### src/rtl/lsu_pkg.sv
// Shared types and constants for the load/store unit and its helpers.
package lsu_pkg;

    localparam int WORD_BYTES = 4;

    typedef enum logic [1:0] {
        SZ_BYTE    = 2'b00,
        SZ_HALF    = 2'b01,
        SZ_WORD    = 2'b10,
        SZ_ILLEGAL = 2'b11
    } size_e;

    typedef enum logic [1:0] {
        FC_NONE       = 2'b00,
        FC_MISALIGNED = 2'b01,
        FC_RANGE      = 2'b10,
        FC_ILLEGAL    = 2'b11
    } fault_cause_e;

    typedef enum logic {
        ST_IDLE = 1'b0,
        ST_WAIT = 1'b1
    } lsu_state_e;

    // Number of bytes touched by an access; the illegal encoding is treated as a word.
    function automatic logic [2:0] sizeBytes(input size_e s);
        case (s)
            SZ_BYTE: sizeBytes = 3'd1;
            SZ_HALF: sizeBytes = 3'd2;
            default: sizeBytes = 3'(WORD_BYTES);
        endcase
    endfunction

endpackage

### src/rtl/lsu_load_align.sv
// Picks the addressed byte/half out of a RAM word and sign- or zero-extends it.
module lsu_load_align
    import lsu_pkg::*;
(
    input  logic [31:0] i_word,
    input  logic [1:0]  i_offset,
    input  logic [1:0]  i_size,
    input  logic        i_unsigned,
    output logic [31:0] o_data
);

    logic [7:0]  w_byte;
    logic [15:0] w_half;

    always_comb begin
        w_byte = i_word[7:0];
        w_half = i_offset[1] ? i_word[31:16] : i_word[15:0];
        o_data = '0;
        case (i_offset)
            2'd0: w_byte = i_word[7:0];
            2'd1: w_byte = i_word[15:8];
            2'd2: w_byte = i_word[23:16];
            2'd3: w_byte = i_word[31:24];
        endcase
        case (size_e'(i_size))
            SZ_BYTE: o_data = {{24{w_byte[7] & ~i_unsigned}}, w_byte};
            SZ_HALF: o_data = {{16{w_half[15] & ~i_unsigned}}, w_half};
            SZ_WORD: o_data = i_word;
            default: o_data = '0;
        endcase
    end

endmodule

### src/rtl/lsu.sv
// Load/store unit: validates core accesses, drives the single-port RAM and
// returns aligned load data after the RAM's one-cycle read latency.
module lsu
    import lsu_pkg::*;
#(
    parameter int INSTR_MEM_SIZE = 256,
    parameter int DATA_MEM_SIZE  = 256
) (
    input  logic        clk,
    input  logic        rstn,
    input  logic        lsu_req,
    input  logic        lsu_we,
    input  logic [1:0]  lsu_size,
    input  logic        lsu_unsigned,
    input  logic [31:0] lsu_addr,
    input  logic [31:0] lsu_wdata,
    output logic [31:0] lsu_rdata,
    output logic        lsu_stall,
    output logic        lsu_fault,
    output logic [1:0]  lsu_fault_cause,
    output logic [31:0] lsu_fault_addr,
    output logic        dmem_req,
    output logic        dmem_we,
    output logic [3:0]  dmem_be,
    output logic [31:0] dmem_addr,
    output logic [31:0] dmem_wdata,
    input  logic [31:0] dmem_rdata
);

    localparam logic [32:0] INSTR_END = 33'(INSTR_MEM_SIZE);
    localparam logic [32:0] MEM_END   = 33'(INSTR_MEM_SIZE + DATA_MEM_SIZE);

    lsu_state_e   r_state;
    lsu_state_e   w_nextState;
    size_e        r_size;
    logic         r_unsigned;
    logic [1:0]   r_offset;
    logic [31:0]  r_faultAddr;

    size_e        w_size;
    fault_cause_e w_cause;
    logic         w_issue;
    logic         w_fault;
    logic [32:0]  w_lastByte;
    logic [31:0]  w_alignData;

    assign w_size     = size_e'(lsu_size);
    // Reset gates the request so a held lsu_req cannot reach the RAM while rstn is low.
    assign w_issue    = rstn && lsu_req && (r_state == ST_IDLE);
    assign w_lastByte = {1'b0, lsu_addr} + 33'(sizeBytes(w_size)) - 33'd1;
    assign w_fault    = w_issue && (w_cause != FC_NONE);

    always_comb begin
        w_cause = FC_NONE;
        if (w_size == SZ_ILLEGAL)
            w_cause = FC_ILLEGAL;
        else if ((w_size == SZ_HALF && lsu_addr[0]) ||
                 (w_size == SZ_WORD && lsu_addr[1:0] != 2'b00))
            w_cause = FC_MISALIGNED;
        else if ((w_lastByte >= MEM_END) || (lsu_we && ({1'b0, lsu_addr} < INSTR_END)))
            w_cause = FC_RANGE;
    end

    always_comb begin
        w_nextState     = r_state;
        lsu_stall       = 1'b0;
        lsu_fault       = 1'b0;
        lsu_fault_cause = FC_NONE;
        dmem_req        = 1'b0;
        dmem_we         = 1'b0;
        dmem_be         = 4'b0000;
        dmem_addr       = '0;
        dmem_wdata      = '0;
        case (r_state)
            ST_IDLE: begin
                if (w_fault) begin
                    lsu_fault       = 1'b1;
                    lsu_fault_cause = w_cause;
                end else if (w_issue) begin
                    dmem_req  = 1'b1;
                    dmem_we   = lsu_we;
                    dmem_addr = {lsu_addr[31:2], 2'b00};
                    if (lsu_we) begin
                        case (w_size)
                            SZ_BYTE: begin
                                dmem_be    = 4'b0001 << lsu_addr[1:0];
                                dmem_wdata = {4{lsu_wdata[7:0]}};
                            end
                            SZ_HALF: begin
                                dmem_be    = lsu_addr[1] ? 4'b1100 : 4'b0011;
                                dmem_wdata = {2{lsu_wdata[15:0]}};
                            end
                            default: begin
                                dmem_be    = 4'b1111;
                                dmem_wdata = lsu_wdata;
                            end
                        endcase
                    end else begin
                        dmem_be     = 4'b1111;
                        lsu_stall   = 1'b1;
                        w_nextState = ST_WAIT;
                    end
                end
            end
            ST_WAIT: w_nextState = ST_IDLE;
        endcase
    end

    always_ff @(posedge clk or negedge rstn) begin
        if (!rstn) begin
            r_state     <= ST_IDLE;
            r_size      <= SZ_BYTE;
            r_unsigned  <= 1'b0;
            r_offset    <= 2'b00;
            r_faultAddr <= '0;
        end else begin
            r_state <= w_nextState;
            if (w_issue && !w_fault && !lsu_we) begin
                r_size     <= w_size;
                r_unsigned <= lsu_unsigned;
                r_offset   <= lsu_addr[1:0];
            end
            if (w_fault)
                r_faultAddr <= lsu_addr;
        end
    end

    lsu_load_align u_align (
        .i_word     (dmem_rdata),
        .i_offset   (r_offset),
        .i_size     (r_size),
        .i_unsigned (r_unsigned),
        .o_data     (w_alignData)
    );

    assign lsu_rdata      = (r_state == ST_WAIT) ? w_alignData : '0;
    assign lsu_fault_addr = r_faultAddr;

endmodule

### config.mk
export PLATFORM = sky130hd
export DESIGN_NAME = lsu
export DESIGN_NICKNAME = d
export VERILOG_FILES = /design/src/rtl/lsu_pkg.sv /design/src/rtl/lsu_load_align.sv /design/src/rtl/lsu.sv
export SDC_FILE = /design/constraint.sdc
export NUM_CORES = 1
export LEC_CHECK = 0
export CELL_PAD_IN_SITES_DETAIL_PLACEMENT = 0
export CELL_PAD_IN_SITES_GLOBAL_PLACEMENT = 1
export CORE_ASPECT_RATIO = 0.9
export CORE_MARGIN = 5
export CORE_UTILIZATION = 35
export CTS_CLUSTER_DIAMETER = 50
export DETAILED_ROUTE_END_ITERATION = 8
export PLACE_DENSITY = 0.94
export SYNTH_ARGS = -nofsm -noshare
export SYNTH_HDL_FRONTEND = slang
export SYNTH_SLANG_ARGS = --single-unit
### constraint.sdc
create_clock -name clk -period 10.1 [get_ports clk]
set_clock_uncertainty 0.1 [all_clocks]
set_input_delay 1.515 -clock clk [delete_from_list [all_inputs] [get_ports clk]]
set_output_delay 1.515 -clock clk [all_outputs]
set_load 0.01 [all_outputs]
==> flow_summary_export.csv <==
group,metric,value,unit
worst_setup_path,cp-start-kind,"primary input",
synth,synth_cell_type_count,84,
worst_setup_path,arrival,7460,ps
status,status,"finished, final reports clean",
drt,drt_iter0_markers,656,
clocking,clk_latency,290,ps
grt,grt_usage,22.12,%
finish,num_antenna_cells,0,
synth,synth-async-reset-ratio,100.0,%
grt,grt_pass1_wl,36580,um
die,dieArea,20490,um2
synth,netlist_instances,792,
clocking,ctsHoldBuffers,0,
finish,final_util,50.89,%
worst_setup_path,crit_buf_inv,6,
synth,synth-seq-cells,38,
sta,slew_headroom,19.29,%
drt,postRouteAntennaNets,0,
sta,rsz0062_at_grt,"false",
worst_hold_path,hold_path_class,"flip-flop to flip-flop",
synth,avgSynthCellArea,7.834,um2
clocking,cts_tree,"built",
pwr,leakage,3.774,nW
synth,synth-edff-count,0,
worst_setup_path,critPathRequiredTime,8490,ps
synth,ys_seq_area_share,15.33,%
sta,finalHoldViolCount,0,
sta,timing.fmax,110.1,MHz
clocking,cts_root_buffer,"clkbuf_16",
grt,grt_pass1_vias,6702,
placement,numPortBuffers,238,
drt,wire_per_inst,19.17,um
sta,finalSetupTns,0,ps
placement,dpl.hpwl,19020,um
worst_setup_path,crit_family,"simple AND/OR/NAND/NOR gates",
grt,grt_antenna_before_repair,1,
grt,grt_overflow_total,0,
worst_setup_path,startpoint,"lsu_size[1]",
clocking,htree_levels,2,
worst_setup_path,crit_top_cell,"inv_1",
sta,slew_violations,0,
worst_setup_path,r2r_cells,5,
worst_setup_path,endpoint_kind,"output port",
finish,drive_gt1_share,9.000,%
run,max_cap_viol_count,0,
drt,drcViolationCount,0,
drt,dr.pass1.iters,5,
clocking,cts_made_buffers,5,
finish,syn_to_final_growth,43.52,%
drt,vias,6945,
die,die_x,150.3,um
sta,tightest_slew,1205,ps
sta,period_share,89.90,%
die,rows,46,
die,die_h,136.3,um
placement,gp_congestion,0.9577,
clocking,cts_sinks,38,
sta,finalSetupViolCount,0,
pwr,pwr_density_cell,79.27,nW/um2
worst_setup_path,rrSetupSlack,7650,ps
clocking,clockBufferDepth,2,
clocking,cts_resized,0,
synth,yosys_warnings,0,
worst_setup_path,worstPathMaxFanout,31,
sta,whs,405.7,ps
worst_setup_path,crit_slowest_cell,"nor4_4",
finish,fin_nets,1153,
drt,wirelength,23770,um
synth,synth_flop_cell,"dfrtp_1",
die,coreArea,17500,um2
grt,grt_max_degree,40,
drt,vias_per_cell,5.601,
clocking,clkTransAtPathRegs,60,ps
worst_setup_path,r2r_start,"r_state$_DFF_PN0_",
worst_hold_path,min_from,"lsu_fault_addr[14]$_DFFE_PN0P_",
clocking,post-cts-setup-buffer-count,0,
sta,fin_crit,9080,ps
die,pin_count,241,
worst_setup_path,crit_chain,"clkdlybuf4s50_1 > buf_4 > inv_1 > nand2_1 > ha_1 > inv_1 > ha_1 > inv_1 > fa_1 > nand2b_1 > a21oi_2 > o211a_4 > o21ai_2 > o311ai_2 > mux2i_1 > a2111o_1 > nor4_4 > and3_1 > nor3b_2 > clkdlybuf4s50_1",
die,start_util,35.46,%
worst_setup_path,r2r-end,"r_offset[1]$_DFFE_PN0P_",
worst_setup_path,path_class,"primary input to output port",
worst_setup_path,cp_slowest_stage_delay,840,ps
pwr,ir_worst_vdd,0.00006066,V
worst_hold_path,whs_path_depth,1,
synth,syn_area,6205,um2
worst_hold_path,hold_end,"lsu_fault_addr[14]$_DFFE_PN0P_",
==> worst reg2reg max path, delay by kind of cell (launching register included) <==
| family | cells | cell delay, ps |
|---|---|---|
| AOI/OAI and AO/OA | 1 | 310 |
| buffers and inverters | 1 | 400 |
| DFF | 1 | 430 |
| and+or+nand+nor | 2 | 710 |
| muxes | 1 | 380 |
==> worst max path at each step <==
stage / end / slack, ps / cells past startpoint
floorplan: dmem_wdata[15] / 2650 / 19
global placement: dmem_wdata[19] / 1320 / 20
detailed placement: dmem_wdata[14] / 1140 / 20
CTS: dmem_wdata[14] / 1130 / 20
global route: dmem_wdata[19] / 580 / 20
finish: dmem_wdata[14] / 1020 / 20
==> layout by cell type, fill, tap and decap left out, types with 4 or more instances in the layout <==
cell type / count
o2111ai_1: 5
nor4_1: 10
xnor2_1: 7
ha_1: 50
and3_1: 47
a221o_1: 4
buf_4: 8
mux4_2: 8
nor2b_1: 25
nand2_1: 67
nand3_1: 11
nor2_1: 62
clkbuf_16: 5
and2_1: 15
clkdlybuf4s50_1: 237
a21o_1: 11
a22oi_1: 9
nor3_1: 16
mux2i_1: 27
inv_1: 56
mux2_4: 29
o21ai_0: 28
o211ai_1: 8
a21oi_1: 78
nand2b_1: 13
or3_1: 4
a211oi_1: 13
a31oi_1: 5
dfrtp_1: 38
mux2_2: 15
nand4_1: 8
==> cells in the mapped netlist, types with 3 or more instances <==
library cell	count	area (um2)
o21ai_1	3	15.01
nand4b_1	3	26.28
xor2_1	3	26.28
mux2_4	29	435.4
a22oi_1	9	67.56
ha_1	50	625.6
o211ai_1	8	60.06
a221o_1	4	40.04
o21ai_0	28	140.1
a211oi_1	13	97.59
a31oi_1	5	31.28
and3_1	47	294.0
inv_1	56	210.2
buf_2	7	35.03
mux2_2	15	168.9
dfrtp_1	38	950.9
mux2i_1	27	270.3
nand4_1	8	50.05
nor3_1	16	80.08
or3_1	4	25.02
nand2b_1	13	81.33
mux4_2	8	180.2
clkbuf_1	30	112.6
and2_1	15	93.84
nor4_1	10	62.56
nor2b_1	26	162.7
nor4_4	3	63.81
nand2_1	67	251.5
xnor2_1	7	61.31
a21o_1	11	82.58
buf_1	4	15.01
a21oi_1	78	390.4
nand3_1	11	55.05
buf_6	3	33.78
o2111ai_1	5	43.79
nor2_1	62	232.7
==> sequential cells by signal, summed over array words and instances, names as in the netlist <==
name and count:
lsu_fault_addr 32, r_offset 2, r_state 1, r_unsigned 1
r_size 2
==> cell type report <==
class	count	area, um2
Clock inverter	1	5.005
Sequential cell	38	950.9
Inverter	57	214.0
Clock buffer	7	142.6
Timing Repair Buffer	246	2437
Tap cell	240	300.3
Multi-Input combinational cell	651	4855
Fill cell	1737	8592
==> per-stage QoR <==
stage	total power [W]	instances	cell area (um2)	worst slack (ps)
after floorplan	0.0003880	793	6208	2647
after global placement	0.0005353	1232	8757	1322
after detailed placement	0.0005388	1232	8757	1139
after CTS	0.0007078	1240	8905	1128
after global routing	0.0007476	1240	8905	576.7
final	0.0007059	1240	8905	1020
==> power by group <==
group	internal, W	total [W]	switching (W)
logic	0.000174	0.000359	0.000185
clock network	0.0000980	0.000165	0.0000665
registers	0.000171	0.000182	0.0000110
total	0.000443	0.000706	0.000263
==> per-layer routing <==
layer | wire [um] | vias to the layer above | global-route usage, %
met4 | 452 | 0 | 6.148
li1 | - | 3299 | -
met1 | 9987 | 3316 | 28.87
met3 | 1735 | 37 | 3.233
met5 | 0 | - | 0
met2 | 11600 | 293 | 38.03
==> kinds of logic after synthesis <==
kind of cell / count (synthesis) / synth area share, %
adders and majority gates: 51 / 10.41
buffers and inverters: 104 / 6.937
AOI/OAI and AO/OA: 202 / 21.42
and+or+nand+nor: 306 / 27.26
DFF: 38 / 15.33
other: 1 / 0.06044
xor gates and xnor gates: 10 / 1.412
muxes: 80 / 17.18
(Power assumes the default switching activity.)
